===== src/rtl/bottle_fill_ctrl.sv =====
// Pill-bottling controller: counts pills per bottle and bottles per batch in
// BCD, gates the pill feeder, and sequences bottle swaps, pause/resume,
// batch-complete hold and abort. Every output is a register.
//
// Handshake: bottle_ready is a level meaning "an empty bottle is in position".
// It is only consulted in SWAP (and on a valid start). Once FILL is entered it
// is ignored until the next SWAP. pill_pulse is a single-cycle event counted
// only while the feeder gate is open. With the gate closed it raises stray.
module bottle_fill_ctrl #(
  parameter int PILL_DIGITS = 2,
  parameter int BOT_DIGITS  = 2
) (
  input  logic                     CLK,
  input  logic                     RST,
  input  logic                     start,
  input  logic                     stop,
  input  logic                     conti,
  input  logic                     single,
  input  logic [4*PILL_DIGITS-1:0] pill_tgt,
  input  logic [4*BOT_DIGITS-1:0]  bot_tgt,
  input  logic                     pill_pulse,
  input  logic                     bottle_ready,
  output logic                     gate_open,
  output logic [4*PILL_DIGITS-1:0] pill_cnt,
  output logic [4*BOT_DIGITS-1:0]  bot_cnt,
  output logic                     bottle_done,
  output logic                     all_full,
  output logic                     paused,
  output logic                     cfg_err,
  output logic                     stray
);

  localparam int PW = 4 * PILL_DIGITS;
  localparam int BW = 4 * BOT_DIGITS;

  typedef enum logic [2:0] {
    S_IDLE  = 3'd0,
    S_SWAP  = 3'd1,
    S_FILL  = 3'd2,
    S_PAUSE = 3'd3,
    S_FULL  = 3'd4
  } state_t;

  state_t          state_q, state_d;
  logic [PW-1:0]   pill_tgt_q, pill_tgt_d;
  logic [BW-1:0]   bot_tgt_q, bot_tgt_d;
  logic [PW-1:0]   pill_cnt_d, pill_inc;
  logic [BW-1:0]   bot_cnt_d, bot_inc;
  logic            conti_q, conti_rise;
  logic            gate_d, done_d, full_d, paused_d, cfg_err_d, stray_d;
  logic            tgt_ok;

  // BCD ripple increment: a digit at 9 wraps to 0 and carries into the next.
  function automatic logic [PW-1:0] pill_bcd_inc(input logic [PW-1:0] v);
    logic [PW-1:0] r;
    logic          carry;
    r     = v;
    carry = 1'b1;
    for (int i = 0; i < PILL_DIGITS; i++) begin
      if (carry) begin
        if (r[4*i +: 4] == 4'd9) begin
          r[4*i +: 4] = 4'd0;
        end else begin
          r[4*i +: 4] = r[4*i +: 4] + 4'd1;
          carry       = 1'b0;
        end
      end
    end
    return r;
  endfunction

  function automatic logic [BW-1:0] bot_bcd_inc(input logic [BW-1:0] v);
    logic [BW-1:0] r;
    logic          carry;
    r     = v;
    carry = 1'b1;
    for (int i = 0; i < BOT_DIGITS; i++) begin
      if (carry) begin
        if (r[4*i +: 4] == 4'd9) begin
          r[4*i +: 4] = 4'd0;
        end else begin
          r[4*i +: 4] = r[4*i +: 4] + 4'd1;
          carry       = 1'b0;
        end
      end
    end
    return r;
  endfunction

  // A target is usable only if nonzero and every nibble is a decimal digit.
  function automatic logic pill_tgt_valid(input logic [PW-1:0] v);
    logic ok;
    ok = (v != '0);
    for (int i = 0; i < PILL_DIGITS; i++) begin
      if (v[4*i +: 4] > 4'd9) ok = 1'b0;
    end
    return ok;
  endfunction

  function automatic logic bot_tgt_valid(input logic [BW-1:0] v);
    logic ok;
    ok = (v != '0);
    for (int i = 0; i < BOT_DIGITS; i++) begin
      if (v[4*i +: 4] > 4'd9) ok = 1'b0;
    end
    return ok;
  endfunction

  assign pill_inc   = pill_bcd_inc(pill_cnt);
  assign bot_inc    = bot_bcd_inc(bot_cnt);
  assign tgt_ok     = pill_tgt_valid(pill_tgt) && bot_tgt_valid(bot_tgt);
  // Held-high conti gives a single resume: only a 0->1 transition acts.
  assign conti_rise = conti & ~conti_q;

  // Next-state, counter and output decode; stop overrides every transition.
  always_comb begin
    state_d    = state_q;
    pill_tgt_d = pill_tgt_q;
    bot_tgt_d  = bot_tgt_q;
    pill_cnt_d = pill_cnt;
    bot_cnt_d  = bot_cnt;
    done_d     = 1'b0;
    cfg_err_d  = 1'b0;
    stray_d    = pill_pulse & ~gate_open;

    if (stop) begin
      state_d    = S_IDLE;
      pill_cnt_d = '0;
      bot_cnt_d  = '0;
    end else begin
      case (state_q)
        S_IDLE: begin
          if (start) begin
            if (!tgt_ok) begin
              cfg_err_d = 1'b1;
            end else begin
              pill_tgt_d = pill_tgt;
              bot_tgt_d  = bot_tgt;
              pill_cnt_d = '0;
              bot_cnt_d  = '0;
              state_d    = bottle_ready ? S_FILL : S_SWAP;
            end
          end
        end
        S_SWAP: begin
          if (bottle_ready) state_d = S_FILL;
        end
        S_FILL: begin
          if (pill_pulse) begin
            if (pill_inc == pill_tgt_q) begin
              pill_cnt_d = '0;
              bot_cnt_d  = bot_inc;
              done_d     = 1'b1;
              if (bot_inc == bot_tgt_q) state_d = S_FULL;
              else if (single)          state_d = S_PAUSE;
              else                      state_d = S_SWAP;
            end else begin
              pill_cnt_d = pill_inc;
            end
          end
        end
        S_PAUSE: begin
          if (conti_rise) state_d = S_SWAP;
        end
        S_FULL: begin
          if (conti_rise) begin
            bot_cnt_d = '0;
            state_d   = S_SWAP;
          end
        end
        default: state_d = S_IDLE;
      endcase
    end

    gate_d   = (state_d == S_FILL);
    full_d   = (state_d == S_FULL);
    paused_d = (state_d == S_PAUSE);
  end

  // State, latched targets, counters and registered outputs.
  always_ff @(posedge CLK) begin
    if (RST) begin
      state_q     <= S_IDLE;
      pill_tgt_q  <= '0;
      bot_tgt_q   <= '0;
      pill_cnt    <= '0;
      bot_cnt     <= '0;
      conti_q     <= 1'b0;
      gate_open   <= 1'b0;
      bottle_done <= 1'b0;
      all_full    <= 1'b0;
      paused      <= 1'b0;
      cfg_err     <= 1'b0;
      stray       <= 1'b0;
    end else begin
      state_q     <= state_d;
      pill_tgt_q  <= pill_tgt_d;
      bot_tgt_q   <= bot_tgt_d;
      pill_cnt    <= pill_cnt_d;
      bot_cnt     <= bot_cnt_d;
      conti_q     <= conti;
      gate_open   <= gate_d;
      bottle_done <= done_d;
      all_full    <= full_d;
      paused      <= paused_d;
      cfg_err     <= cfg_err_d;
      stray       <= stray_d;
    end
  end

endmodule


===== config.mk =====
export PLATFORM = sky130hd
export DESIGN_NAME = bottle_fill_ctrl
export DESIGN_NICKNAME = d
export VERILOG_FILES = /design/src/rtl/bottle_fill_ctrl.sv
export SDC_FILE = /design/constraint.sdc
export NUM_CORES = 1
export LEC_CHECK = 0
export BUFFER_PORTS_ARGS = -buffer_cell sky130_fd_sc_hd__buf_2
export CAP_MARGIN = 0
export CORE_ASPECT_RATIO = 1.4
export CORE_MARGIN = 5
export CORE_UTILIZATION = 40
export DETAILED_ROUTE_END_ITERATION = 12
export MAX_ROUTING_LAYER = met4
export SYNTH_ARGS = -nofsm -noshare
export SYNTH_HDL_FRONTEND = slang
export SYNTH_SLANG_ARGS = --single-unit

===== constraint.sdc =====
create_clock -name CLK -period 7 [get_ports CLK]
set_input_delay 0 -clock CLK [delete_from_list [all_inputs] [get_ports CLK]]
set_output_delay 0 -clock CLK [all_outputs]
set_load 0.02 [all_outputs]

==> impl_metrics.env, run 1 <==
export IMPL_instances_no_fill=457
export IMPL_power_share_sequential_pct=53.6
export IMPL_grt_antenna_before_repair=0
export IMPL_floorplan_initialDensity_pct=40.9
export IMPL_post_cts_repair_setup_buffers=0
export IMPL_cts_root_buf="sky130_fd_sc_hd__clkbuf_8"
export IMPL_clock_sinks=42
export IMPL_power_density_mw_per_mm2=142
export IMPL_use_met1_pct=20.9
export IMPL_routed_wire_length_per_instance_um=16.3
export IMPL_synth_yosys_warnings=0
export IMPL_worstSetupStartpointType="flop"
export IMPL_area_growth_synth_to_final_pct=19.9
export IMPL_synth_distinct_cells=56
export IMPL_cts_path_max_buffers=2
export IMPL_global_route_usage_met2_pct=32.3
export IMPL_maxSlewViolCount=0
export IMPL_cts_reportedPaths_clkPinSlew_ps=90
export IMPL_htree_levels=2
export IMPL_synth_sequential_area_ratio_pct=31.5
export IMPL_insertion_delay_ps=290
export IMPL_post_drt_via_cell_ratio=5.77
export IMPL_worst_endpoint_arrival_ps=3160
export IMPL_grt_met3_usage_pct=2.69
export IMPL_num_vias=2638
export IMPL_number_of_global_route_vias_before_repair=2573
export IMPL_ys_dominant_reg_cell="sky130_fd_sc_hd__dfxtp_1"
export IMPL_vdd_ir_drop_worst_v=0.0000876
export IMPL_synthTopCellsByArea="sky130_fd_sc_hd__dfxtp_1, sky130_fd_sc_hd__mux2i_1, sky130_fd_sc_hd__nor2_1"
export IMPL_num_ports=46
export IMPL_sw_frac_of_total_pct=24.7
export IMPL_tritoncts_clock_tree="yes"
export IMPL_timing_final_setup_violations=0
export IMPL_p_clk_share_pct=36.5
export IMPL_drt_first_iter_violations=162
export IMPL_final_setup_worst_slack_ps=4060
export IMPL_cp_data_required_time_ps=7220
export IMPL_placed_cells=430
export IMPL_worst_setup_path_end_kind="flop"
export IMPL_grt_remaining_overflow=0
export IMPL_cts_inserted_buffers=5
export IMPL_final_setup_skew_ps=7.76
export IMPL_finalCriticalPeriod_ps=2940
export IMPL_dp_slack_ps=4080
export IMPL_share_of_layout_cells_above_drive_strength_1_pct=17.5
export IMPL_routed_wl_um=7430
export IMPL_largest_net_degree_at_the_start_of_global_routing=21
export IMPL_syn_num_nets=356
export IMPL_grt_resource_usage_total_pct=18.6
export IMPL_detailedRoute_firstPassIterationCount=4
export IMPL_grt_busiest_layer="met2"
export IMPL_synth_top_area_cell="sky130_fd_sc_hd__dfxtp_1"
export IMPL_final_net_count=410
export IMPL_synthTopCellsByCount="sky130_fd_sc_hd__dfxtp_1, sky130_fd_sc_hd__nor2_1, sky130_fd_sc_hd__nand2_1"
export IMPL_ys_async_sr_fraction_pct=0
export IMPL_hold_violations=0
export IMPL_synth_top_cell_area_share_pct=31.5
export IMPL_min_path_type="in2reg"
export IMPL_worst_pin_slew_ps=957
export IMPL_power_switching_mw=0.112
export IMPL_die_height_um=107
export IMPL_finish_utilization_pct=49.0
export IMPL_port_buffers=45
export IMPL_timing_final_crit_share_pct=42.0
export IMPL_ys_ff_latch=42
export IMPL_synth_most_common_cell="sky130_fd_sc_hd__dfxtp_1"
export IMPL_run_status="finished, final reports clean"
export IMPL_hpwlAfterDp_um=5390
export IMPL_crit_type="reg2reg"
export IMPL_rsz0062_at_grt="no"
export IMPL_final_setup_tns_ps=0
export IMPL_netlist_area_mm2=0.00267
export IMPL_globalplace_congestion=0.895
export IMPL_placementRows=35
export IMPL_timing_max_cap_violations=0
export IMPL_fp_dieW_um=79.0
export IMPL_synth_area_per_cell_um2=8.13
export IMPL_die_area_mm2=0.00843
export IMPL_core_mm2=0.00653
export IMPL_postRouteAntennaNets=0
export IMPL_p_int_mw=0.343
export IMPL_global_route_wire_length_before_repair_um=12200
export IMPL_worst_slew_margin_rel_pct=36.0
export IMPL_cp_max_fo=19
export IMPL_n_antenna_cell=0
export IMPL_share_comb_of_total_power_pct=10.0
export IMPL_remaining_drc_errors=0
export IMPL_post_synth_inst_count=328
export IMPL_achievable_clock_frequency_mhz=340
export IMPL_leakage_nw=1.37
export IMPL_synth_enable_flop_cells=0
## cells by family (layout without fill, tap and decap cells)
| group | Yosys count | count (layout) | share of synthesized area (%) |
|---|---|---|---|
| mux | 21 | 21 | 7.93 |
| flops | 42 | 42 | 31.5 |
| simple gates | 143 | 143 | 30.1 |
| xor+xnor | 10 | 10 | 3.85 |
| compound gates | 78 | 78 | 20.3 |
| fa+ha+maj | 4 | 4 | 1.88 |
| buf+inv | 30 | 85 | 4.50 |
## registers in the layout (all words and copies together) (netlist names)
name / count
stray: 1
all_full: 1
gate_open: 1
bot_cnt: 8
paused: 1
state_q: 3
bot_tgt_q: 8
conti_q: 1
cfg_err: 1
bottle_done: 1
pill_cnt: 8
pill_tgt_q: 8
## stage by stage
stage	hold slack [ps]	area, um^2	power (mW)
floorplan	128	2670	0.270
global route	139	3200	0.474
CTS	114	3200	0.459
global placement	233	2920	0.286
finish	110	3200	0.455
detailed placement	233	2920	0.287
## layout make-up
class | instances | area (um^2)
fillers | 652 | 3330
multi-input cells | 256 | 1710
flip-flops and latches | 42 | 841
repair buffers | 65 | 423
well taps | 74 | 92.6
clock buffers | 7 | 86.3
inverters | 12 | 45.0
clock inverters | 1 | 5.00
## worst max-delay path, cell delays in order (launching register included)
cell and delay (ps):
sky130_fd_sc_hd__dfxtp_1 450, sky130_fd_sc_hd__ha_1 220, sky130_fd_sc_hd__nand2_1 100, sky130_fd_sc_hd__o21ai_0 380, sky130_fd_sc_hd__xnor2_1 110, sky130_fd_sc_hd__a221oi_1 610
sky130_fd_sc_hd__nand3_4 310, sky130_fd_sc_hd__or4_1 580, sky130_fd_sc_hd__o211ai_1 100
## routing by layer
metal | vias up | wire (um)
li1 | 1312 | -
met1 | 1221 | 2980
met2 | 84 | 3880
met3 | 21 | 361
met4 | 0 | 209
met5 | - | 0
## repair_timing
item,in CTS,in global routing
gates resized for setup,0,0
hold buffers,19,0
endpoints found under the hold margin,19,0
## cells in the final DEF, fill, tap and decap left out, types with 7 or more instances in the layout
master | Yosys | final
sky130_fd_sc_hd__buf_2 | 0 | 45
sky130_fd_sc_hd__dfxtp_1 | 42 | 42
sky130_fd_sc_hd__nor2_1 | 33 | 33
sky130_fd_sc_hd__nand2_1 | 29 | 29
sky130_fd_sc_hd__mux2i_1 | 20 | 20
sky130_fd_sc_hd__dlygate4sd3_1 | 0 | 19
sky130_fd_sc_hd__o21ai_0 | 16 | 16
sky130_fd_sc_hd__a21oi_1 | 15 | 15
sky130_fd_sc_hd__inv_1 | 12 | 12
sky130_fd_sc_hd__nand3_1 | 12 | 12
sky130_fd_sc_hd__nor3_1 | 11 | 11
sky130_fd_sc_hd__nor2b_1 | 9 | 9
sky130_fd_sc_hd__o211ai_1 | 9 | 9
sky130_fd_sc_hd__nand4_1 | 8 | 8
sky130_fd_sc_hd__xnor2_1 | 7 | 7
## power groups by stage
stage | Combinational [mW] | Sequential (mW) | Clock [mW]
after floorplan | 0.0209 | 0.249 | 0
after global placement | 0.0370 | 0.250 | 0
after detailed placement | 0.0370 | 0.250 | 0
after CTS | 0.0452 | 0.244 | 0.170
after global routing | 0.0495 | 0.244 | 0.180
final | 0.0454 | 0.244 | 0.166
## path summary, 6_finish.rpt
kind,slack (ps),end,cells past startpoint,startpoint
max,4060,bot_cnt[5]$_SDFFE_PP0P_,8,pill_cnt[4]$_SDFFE_PP0P_
max reg2reg,4060,bot_cnt[5]$_SDFFE_PP0P_,8,pill_cnt[4]$_SDFFE_PP0P_
min reg2reg,410,stray$_SDFF_PP0_,1,gate_open$_SDFF_PP0_
min,110,bot_tgt_q[7]$_SDFFE_PP0P_,2,RST
Note: power is estimated with default switching activity, not from simulation.
==> run 2: changes to the inputs <==
- ABC_AREA: unset -> 1
- clock period: 7 -> 3 ns (I/O delays scaled with it)
==> run 2 against run 1 <==
Clock skew rose by 5.2 ps. Worst setup slack got worse by 3200 ps. Worst hold slack got worse by 100 ps. Combinational power rose to 4.0 times the previous value. Critical path type unchanged. Routed wire length fell by 7.3%. Largest power group unchanged. Sequential power rose by 140%. Design area fell by 1.2%. Via count rose by 6.4%. Synthesized area fell by 0.61%. Flip-flop and latch count did not move. Clock power rose to 2.7 times the previous value.
==> impl_metrics.env, run 2 <==
export IMPL_worstSetupStartpointType="flop"
export IMPL_path_delay_family="simple AND/OR/NAND/NOR gates"
export IMPL_timing_final_setup_violations=0
export IMPL_cts_root_buf="sky130_fd_sc_hd__clkbuf_8"
export IMPL_placementRows=35
export IMPL_grt_resource_usage_total_pct=17.4
export IMPL_detailedRoute_firstPassIterationCount=4
export IMPL_synth_enable_flop_cells=0
export IMPL_cts_path_max_buffers=2
export IMPL_cp_data_required_time_ps=3210
export IMPL_postRouteAntennaNets=0
export IMPL_hold_violations=0
export IMPL_largest_net_degree_at_the_start_of_global_routing=31
export IMPL_cts_reportedPaths_clkPinSlew_ps=90
export IMPL_netlist_area_mm2=0.00265
export IMPL_use_met1_pct=18.7
export IMPL_worst_pin_slew_ps=804
export IMPL_dp_slack_ps=901
export IMPL_final_common_cell="sky130_fd_sc_hd__nand2_1"
export IMPL_vdd_ir_drop_worst_v=0.000241
export IMPL_r2r_cells=16
export IMPL_worst_endpoint_arrival_ps=2330
export IMPL_post_drt_via_cell_ratio=4.92
export IMPL_routed_wl_um=6880
export IMPL_synth_sequential_area_ratio_pct=31.7
export IMPL_final_setup_worst_slack_ps=879
export IMPL_clock_sinks=42
export IMPL_cpMaxStageDelayCell="sky130_fd_sc_hd__dfxtp_1"
export IMPL_area_growth_synth_to_final_pct=19.3
export IMPL_remaining_drc_errors=0
export IMPL_fin_hold_ws_ps=6.91
export IMPL_critPathMostFrequentCell="sky130_fd_sc_hd__nand2_1"
export IMPL_worst_setup_path_end_kind="flop"
export IMPL_num_vias=2808
export IMPL_synth_area_per_cell_um2=6.03
export IMPL_cp_endpoint="bot_cnt[2]$_SDFFE_PP0P_"
export IMPL_ys_async_sr_fraction_pct=0
export IMPL_rsz0062_at_grt="no"
export IMPL_worst_slew_margin_rel_pct=46.3
export IMPL_power_share_sequential_pct=48.0
export IMPL_synth_most_common_cell="sky130_fd_sc_hd__nand2_1"
export IMPL_floorplan_initialDensity_pct=40.6
export IMPL_global_route_usage_met2_pct=32.3
export IMPL_grt_antenna_before_repair=0
export IMPL_htree_levels=2
export IMPL_core_mm2=0.00653
export IMPL_placed_cells=552
export IMPL_share_of_layout_cells_above_drive_strength_1_pct=14.7
export IMPL_leakage_nw=1.56
export IMPL_die_height_um=106
export IMPL_hpwlAfterDp_um=5390
export IMPL_global_route_wire_length_before_repair_um=11500
export IMPL_p_clk_share_pct=37.2
export IMPL_grt_remaining_overflow=0
export IMPL_syn_num_nets=468
export IMPL_final_net_count=524
export IMPL_p_int_mw=0.887
export IMPL_insertion_delay_ps=300
export IMPL_timing_max_cap_violations=0
export IMPL_die_area_mm2=0.00838
export IMPL_grt_busiest_layer="met2"
export IMPL_timing_rr_start="pill_cnt[5]$_SDFFE_PP0P_"
export IMPL_worst_path_buf_inv=1
export IMPL_drt_first_iter_violations=125
export IMPL_synth_top_area_cell="sky130_fd_sc_hd__dfxtp_1"
export IMPL_synthTopCellsByCount="sky130_fd_sc_hd__nand2_1, sky130_fd_sc_hd__nor2_1, sky130_fd_sc_hd__inv_1"
export IMPL_timing_reg2reg_setup_slack_ps=880
export IMPL_power_density_mw_per_mm2=387
export IMPL_globalplace_congestion=0.903
export IMPL_final_setup_skew_ps=12.9
export IMPL_synth_yosys_warnings=0
export IMPL_share_comb_of_total_power_pct=14.8
export IMPL_post_cts_repair_setup_buffers=0
export IMPL_max_stage_delay_ps=430
export IMPL_finish_utilization_pct=48.5
export IMPL_achievable_clock_frequency_mhz=472
export IMPL_ys_ff_latch=42
export IMPL_grt_met3_usage_pct=2.54
export IMPL_synthTopCellsByArea="sky130_fd_sc_hd__dfxtp_1, sky130_fd_sc_hd__nand2_1, sky130_fd_sc_hd__nor2_1"
export IMPL_port_buffers=45
export IMPL_instances_no_fill=571
export IMPL_n_antenna_cell=0
export IMPL_run_status="finished, final reports clean"
export IMPL_synth_distinct_cells=28
export IMPL_cts_inserted_buffers=5
export IMPL_crit_type="reg2reg"
export IMPL_timing_final_crit_share_pct=70.7
export IMPL_mostFrequentLayoutCells="sky130_fd_sc_hd__nand2_1, sky130_fd_sc_hd__nor2_1, sky130_fd_sc_hd__inv_1"
export IMPL_tritoncts_clock_tree="yes"
export IMPL_critical_path_depth=16
export IMPL_post_synth_inst_count=440
export IMPL_hold_buffers=11
export IMPL_synth_top_cell_area_share_pct=31.7
export IMPL_power_switching_mw=0.337
export IMPL_min_path_type="in2reg"
export IMPL_cell_by_cell_trace_of_the_critical_path="inv_1 > ha_1 > nand3_1 > nand2_1 > nand2_1 > nand2_1 > nand2_1 > nand2_1 > nor2_2 > nand2_1 > nor2_2 > nand2_1 > nand2_2 > nand2_4 > o21ai_0 > nor2_1"
export IMPL_final_setup_tns_ps=0
export IMPL_crit_path_start="pill_cnt[5]$_SDFFE_PP0P_"
export IMPL_routed_wire_length_per_instance_um=12.1
export IMPL_worst_r2r_endpoint="bot_cnt[2]$_SDFFE_PP0P_"
export IMPL_fp_dieW_um=78.8
export IMPL_cts_repair_resize_count=0
export IMPL_ys_dominant_reg_cell="sky130_fd_sc_hd__dfxtp_1"
export IMPL_sw_frac_of_total_pct=27.5
export IMPL_number_of_global_route_vias_before_repair=2666
export IMPL_cp_max_fo=9
export IMPL_num_ports=46
export IMPL_maxSlewViolCount=0
export IMPL_finalCriticalPeriod_ps=2120
## run 2: cell count changes after synthesis, sizes merged, moves of 11 or more
cell / delta
inv: +54
a211oi: +15
nand2: +85
nand3: +34
mux2i: -20
nor2: +52
clkbuf: -11
## run 2: cell families (layout without fill, tap and decap cells)
logic type | count (synthesis) | count (layout) | synth area share, %
buffers and inverters | 77 | 134 | 11.5
and+or+nand+nor | 262 | 262 | 42.4
adders and majority gates | 4 | 4 | 1.89
xor gates and xnor gates | 2 | 2 | 0.661
AOI/OAI and AO/OA | 53 | 53 | 11.8
DFF | 42 | 42 | 31.7
## run 2: metrics by stage
stage          cell area [um^2]  total power, mW
4_1_cts                    3160             1.24
5_1_grt                    3160             1.28
2_1_floorplan              2650            0.713
6_report                   3160             1.22
3_3_place_gp               2940            0.769
3_5_place_dp               2940            0.771
## run 2: worst min-delay path, cell delays in order
cell,delay (ps)
sky130_fd_sc_hd__buf_2,110
sky130_fd_sc_hd__nor2_1,100
sky130_fd_sc_hd__a211oi_1,50
## run 2: power groups by stage
| stage | registers, mW | logic (mW) | clock network, mW |
|---|---|---|---|
| after floorplan | 0.606 | 0.107 | 0 |
| after global placement | 0.600 | 0.169 | 0 |
| after detailed placement | 0.601 | 0.171 | 0 |
| after CTS | 0.588 | 0.182 | 0.471 |
| after global routing | 0.591 | 0.206 | 0.486 |
| final | 0.588 | 0.181 | 0.456 |
## run 2: cell type report
| type | instances | area [um^2] |
|---|---|---|
| timing repair buffer | 59 | 358 |
| fill | 700 | 3360 |
| clock buffer | 5 | 68.8 |
| multi-input combinational | 321 | 1510 |
| tap | 74 | 92.6 |
| inverter | 67 | 256 |
| clock inverter | 3 | 40.0 |
| sequential | 42 | 841 |
## run 2: routing by layer
layer  routed length, um  up-vias  part of all wire, %
li1                    -     1511                    -
met1                3000     1228                   44
met2                3530       59                   51
met3                 262       10                  3.8
met4                  90        0                  1.3
met5                   0        -                    0
## run 2: how the worst min path moves through the flow
stage | start | to | depth (start not counted)
global placement | conti | conti_q$_SDFF_PP0_ | 3
global route | pill_pulse | stray$_SDFF_PP0_ | 2
detailed placement | conti | conti_q$_SDFF_PP0_ | 3
finish | bot_tgt[5] | bot_tgt_q[5]$_SDFFE_PP0P_ | 3
CTS | bot_tgt[5] | bot_tgt_q[5]$_SDFFE_PP0P_ | 3
floorplan | stop | gate_open$_SDFF_PP0_ | 2
==> run 3: changes to the inputs <==
- clock period: 3 -> 1.8 ns (I/O delays scaled with it)
==> run 3 against run 2 <==
The run now ends with setup timing left. Clock skew shrank 2.1 ps. Highest routed layer unchanged. Worst hold slack got worse by 3.6 ps. Utilization rose by 11 points. Sequential power increased by 65%. Sequential share of layout area shrank 4.1 points. Largest cell class unchanged. Clock-buffer cell count rose by 2. Worst setup slack got worse by 970 ps. Critical path type unchanged. Non-clock buffer count grew 47. Power rose by 65%. Flip-flop and latch count stayed put. Largest power group unchanged.
==> impl_metrics.env, run 3 (synthesis results as in run 2) <==
export IMPL_remaining_drc_errors=0
export IMPL_fp_dieW_um=78.8
export IMPL_power_share_sequential_pct=48.0
export IMPL_crit_path_start="pill_cnt[5]$_SDFFE_PP0P_"
export IMPL_post_drt_via_cell_ratio=4.97
export IMPL_grt_remaining_overflow=0
export IMPL_instances_no_fill=619
export IMPL_placed_cells=592
export IMPL_core_mm2=0.00653
export IMPL_routed_wl_um=8020
export IMPL_rsz0062_at_grt="yes"
export IMPL_global_route_wire_length_before_repair_um=12900
export IMPL_floorplan_initialDensity_pct=40.6
export IMPL_leakage_nw=1.84
export IMPL_power_switching_mw=0.596
export IMPL_final_setup_worst_slack_ps=-88.8
export IMPL_final_common_cell="sky130_fd_sc_hd__nand2_1"
export IMPL_tritoncts_clock_tree="yes"
export IMPL_p_clk_share_pct=31.8
export IMPL_finalCriticalPeriod_ps=1890
export IMPL_mostFrequentLayoutCells="sky130_fd_sc_hd__nand2_1, sky130_fd_sc_hd__nor2_1, sky130_fd_sc_hd__inv_1"
export IMPL_worst_pin_slew_ps=523
export IMPL_worst_slew_margin_rel_pct=65.1
export IMPL_hpwlAfterDp_um=5910
export IMPL_r2r_cells=16
export IMPL_final_setup_skew_ps=10.8
export IMPL_insertion_delay_ps=300
export IMPL_sw_frac_of_total_pct=29.4
export IMPL_globalplace_congestion=0.881
export IMPL_cp_data_required_time_ps=2000
export IMPL_cts_root_buf="sky130_fd_sc_hd__clkbuf_8"
export IMPL_p_int_mw=1.43
export IMPL_final_net_count=572
export IMPL_timing_reg2reg_setup_slack_ps=-90
export IMPL_detailedRoute_firstPassIterationCount=4
export IMPL_n_antenna_cell=0
export IMPL_cts_path_max_buffers=2
export IMPL_share_comb_of_total_power_pct=20.3
export IMPL_achievable_clock_frequency_mhz=529
export IMPL_worst_setup_path_end_kind="flop"
export IMPL_cp_endpoint="bot_cnt[0]$_SDFFE_PP0P_"
export IMPL_num_vias=3077
export IMPL_port_buffers=45
export IMPL_num_ports=46
export IMPL_violations_in_the_final_reports="setup timing"
export IMPL_cts_inserted_buffers=5
export IMPL_maxSlewViolCount=0
export IMPL_number_of_global_route_vias_before_repair=2904
export IMPL_worst_r2r_endpoint="bot_cnt[0]$_SDFFE_PP0P_"
export IMPL_cts_reportedPaths_clkPinSlew_ps=80
export IMPL_grt_antenna_before_repair=0
export IMPL_cp_max_fo=5
export IMPL_power_density_mw_per_mm2=521
export IMPL_timing_final_crit_share_pct=105
export IMPL_routed_wire_length_per_instance_um=13.0
export IMPL_htree_levels=2
export IMPL_finish_utilization_pct=59.5
export IMPL_worstSetupStartpointType="flop"
export IMPL_worst_endpoint_arrival_ps=2080
export IMPL_drt_first_iter_violations=87
export IMPL_power_total_mw=2.03
export IMPL_placementRows=35
export IMPL_clock_sinks=42
export IMPL_timing_rr_start="pill_cnt[5]$_SDFFE_PP0P_"
export IMPL_run_status="complete, but fails checks"
export IMPL_crit_type="reg2reg"
export IMPL_largest_net_degree_at_the_start_of_global_routing=24
export IMPL_area_growth_synth_to_final_pct=46.5
export IMPL_postRouteAntennaNets=0
export IMPL_share_of_layout_cells_above_drive_strength_1_pct=39.1
export IMPL_timing_final_setup_violations=9
export IMPL_die_height_um=106
export IMPL_vdd_ir_drop_worst_v=0.000336
export IMPL_grt_resource_usage_total_pct=19.7
export IMPL_min_path_type="in2reg"
export IMPL_hold_violations=0
export IMPL_die_area_mm2=0.00838
export IMPL_timing_max_cap_violations=0
run 3: changes by cell type in the layout (fill, tap and decap cells not counted), moves of 13 or more:
cell | before | now
sky130_fd_sc_hd__buf_4 | 3 | 48
sky130_fd_sc_hd__nand3_1 | 47 | 32
sky130_fd_sc_hd__nor2_2 | 5 | 18
sky130_fd_sc_hd__nand2_1 | 109 | 81
sky130_fd_sc_hd__nor2_1 | 79 | 62
sky130_fd_sc_hd__nand2_2 | 4 | 30
run 3: critical path: stages (launching register included):
cell and delay [ps]:
sky130_fd_sc_hd__dfxtp_4 390, sky130_fd_sc_hd__inv_4 50, sky130_fd_sc_hd__ha_4 210, sky130_fd_sc_hd__inv_4 50
sky130_fd_sc_hd__nand2_4 50, sky130_fd_sc_hd__nand2_4 90, sky130_fd_sc_hd__nand2_2 50, sky130_fd_sc_hd__nand2_1 50
sky130_fd_sc_hd__nand2_1 50, sky130_fd_sc_hd__nor2_2 110, sky130_fd_sc_hd__nand2_1 80, sky130_fd_sc_hd__nor2_2 120
sky130_fd_sc_hd__nand2_1 70, sky130_fd_sc_hd__nand2_2 100, sky130_fd_sc_hd__nand2_4 110, sky130_fd_sc_hd__o21ai_1 150
sky130_fd_sc_hd__nor2_1 50
run 3: power by group through the flow:
| stage | clock (mW) | sequential (mW) | combinational (mW) |
|---|---|---|---|
| 5_1_grt | 0.693 | 0.976 | 0.454 |
| 3_5_place_dp | 0 | 0.995 | 0.331 |
| 6_report | 0.643 | 0.972 | 0.410 |
| 4_1_cts | 0.662 | 0.972 | 0.372 |
| 2_1_floorplan | 0 | 1.01 | 0.181 |
| 3_3_place_gp | 0 | 0.994 | 0.330 |
run 3: layout make-up:
cell class	count	area, um^2
Multi-Input combinational cell	322	1840
Inverter	67	264
Timing Repair Buffer	106	721
Clock buffer	7	86.3
Sequential cell	42	872
Fill cell	644	2640
Tap cell	74	92.6
Clock inverter	1	5.00
run 3: per-stage QoR:
stage	setup WS, ps	setup TNS [ps]	hold WS, ps	area (um^2)
2_1_floorplan	4.88	0	117	2680
3_3_place_gp	-114	-1170	215	3270
3_5_place_dp	-133	-1350	227	3270
4_1_cts	-82.0	-755	4.06	3600
5_1_grt	-232	-2450	7.62	3880
6_report	-88.8	-572	3.33	3880
run 3: routing by layer:
layer | global-route usage (%) | part of all wire, %
met3 | 3.05 | 2.8
met4 | 6.50 | 2.2
met5 | - | 0
met1 | 20.8 | 41
met2 | 36.6 | 54
run 3: worst min path at each step:
stage                startpoint                         end  depth (start not counted)
global route        pill_tgt[7]  pill_tgt_q[7]$_SDFFE_PP0P_                          3
CTS                 pill_tgt[5]  pill_tgt_q[5]$_SDFFE_PP0P_                          3
detailed placement        conti          conti_q$_SDFF_PP0_                          3
global placement          conti          conti_q$_SDFF_PP0_                          3
finish              pill_tgt[4]  pill_tgt_q[4]$_SDFFE_PP0P_                          3
floorplan                  stop        gate_open$_SDFF_PP0_                          2
run 3: timing repair:
action | 4_1_cts | 5_1_grt
endpoints found under the setup margin | 14 | 37
buffers inserted | 7 | 4
endpoints found under the hold margin | 9 | 0
hold buffers | 9 | 0
gates resized for setup | 25 | 82
pin swaps | 18 | 24
gates cloned | 1 | 0
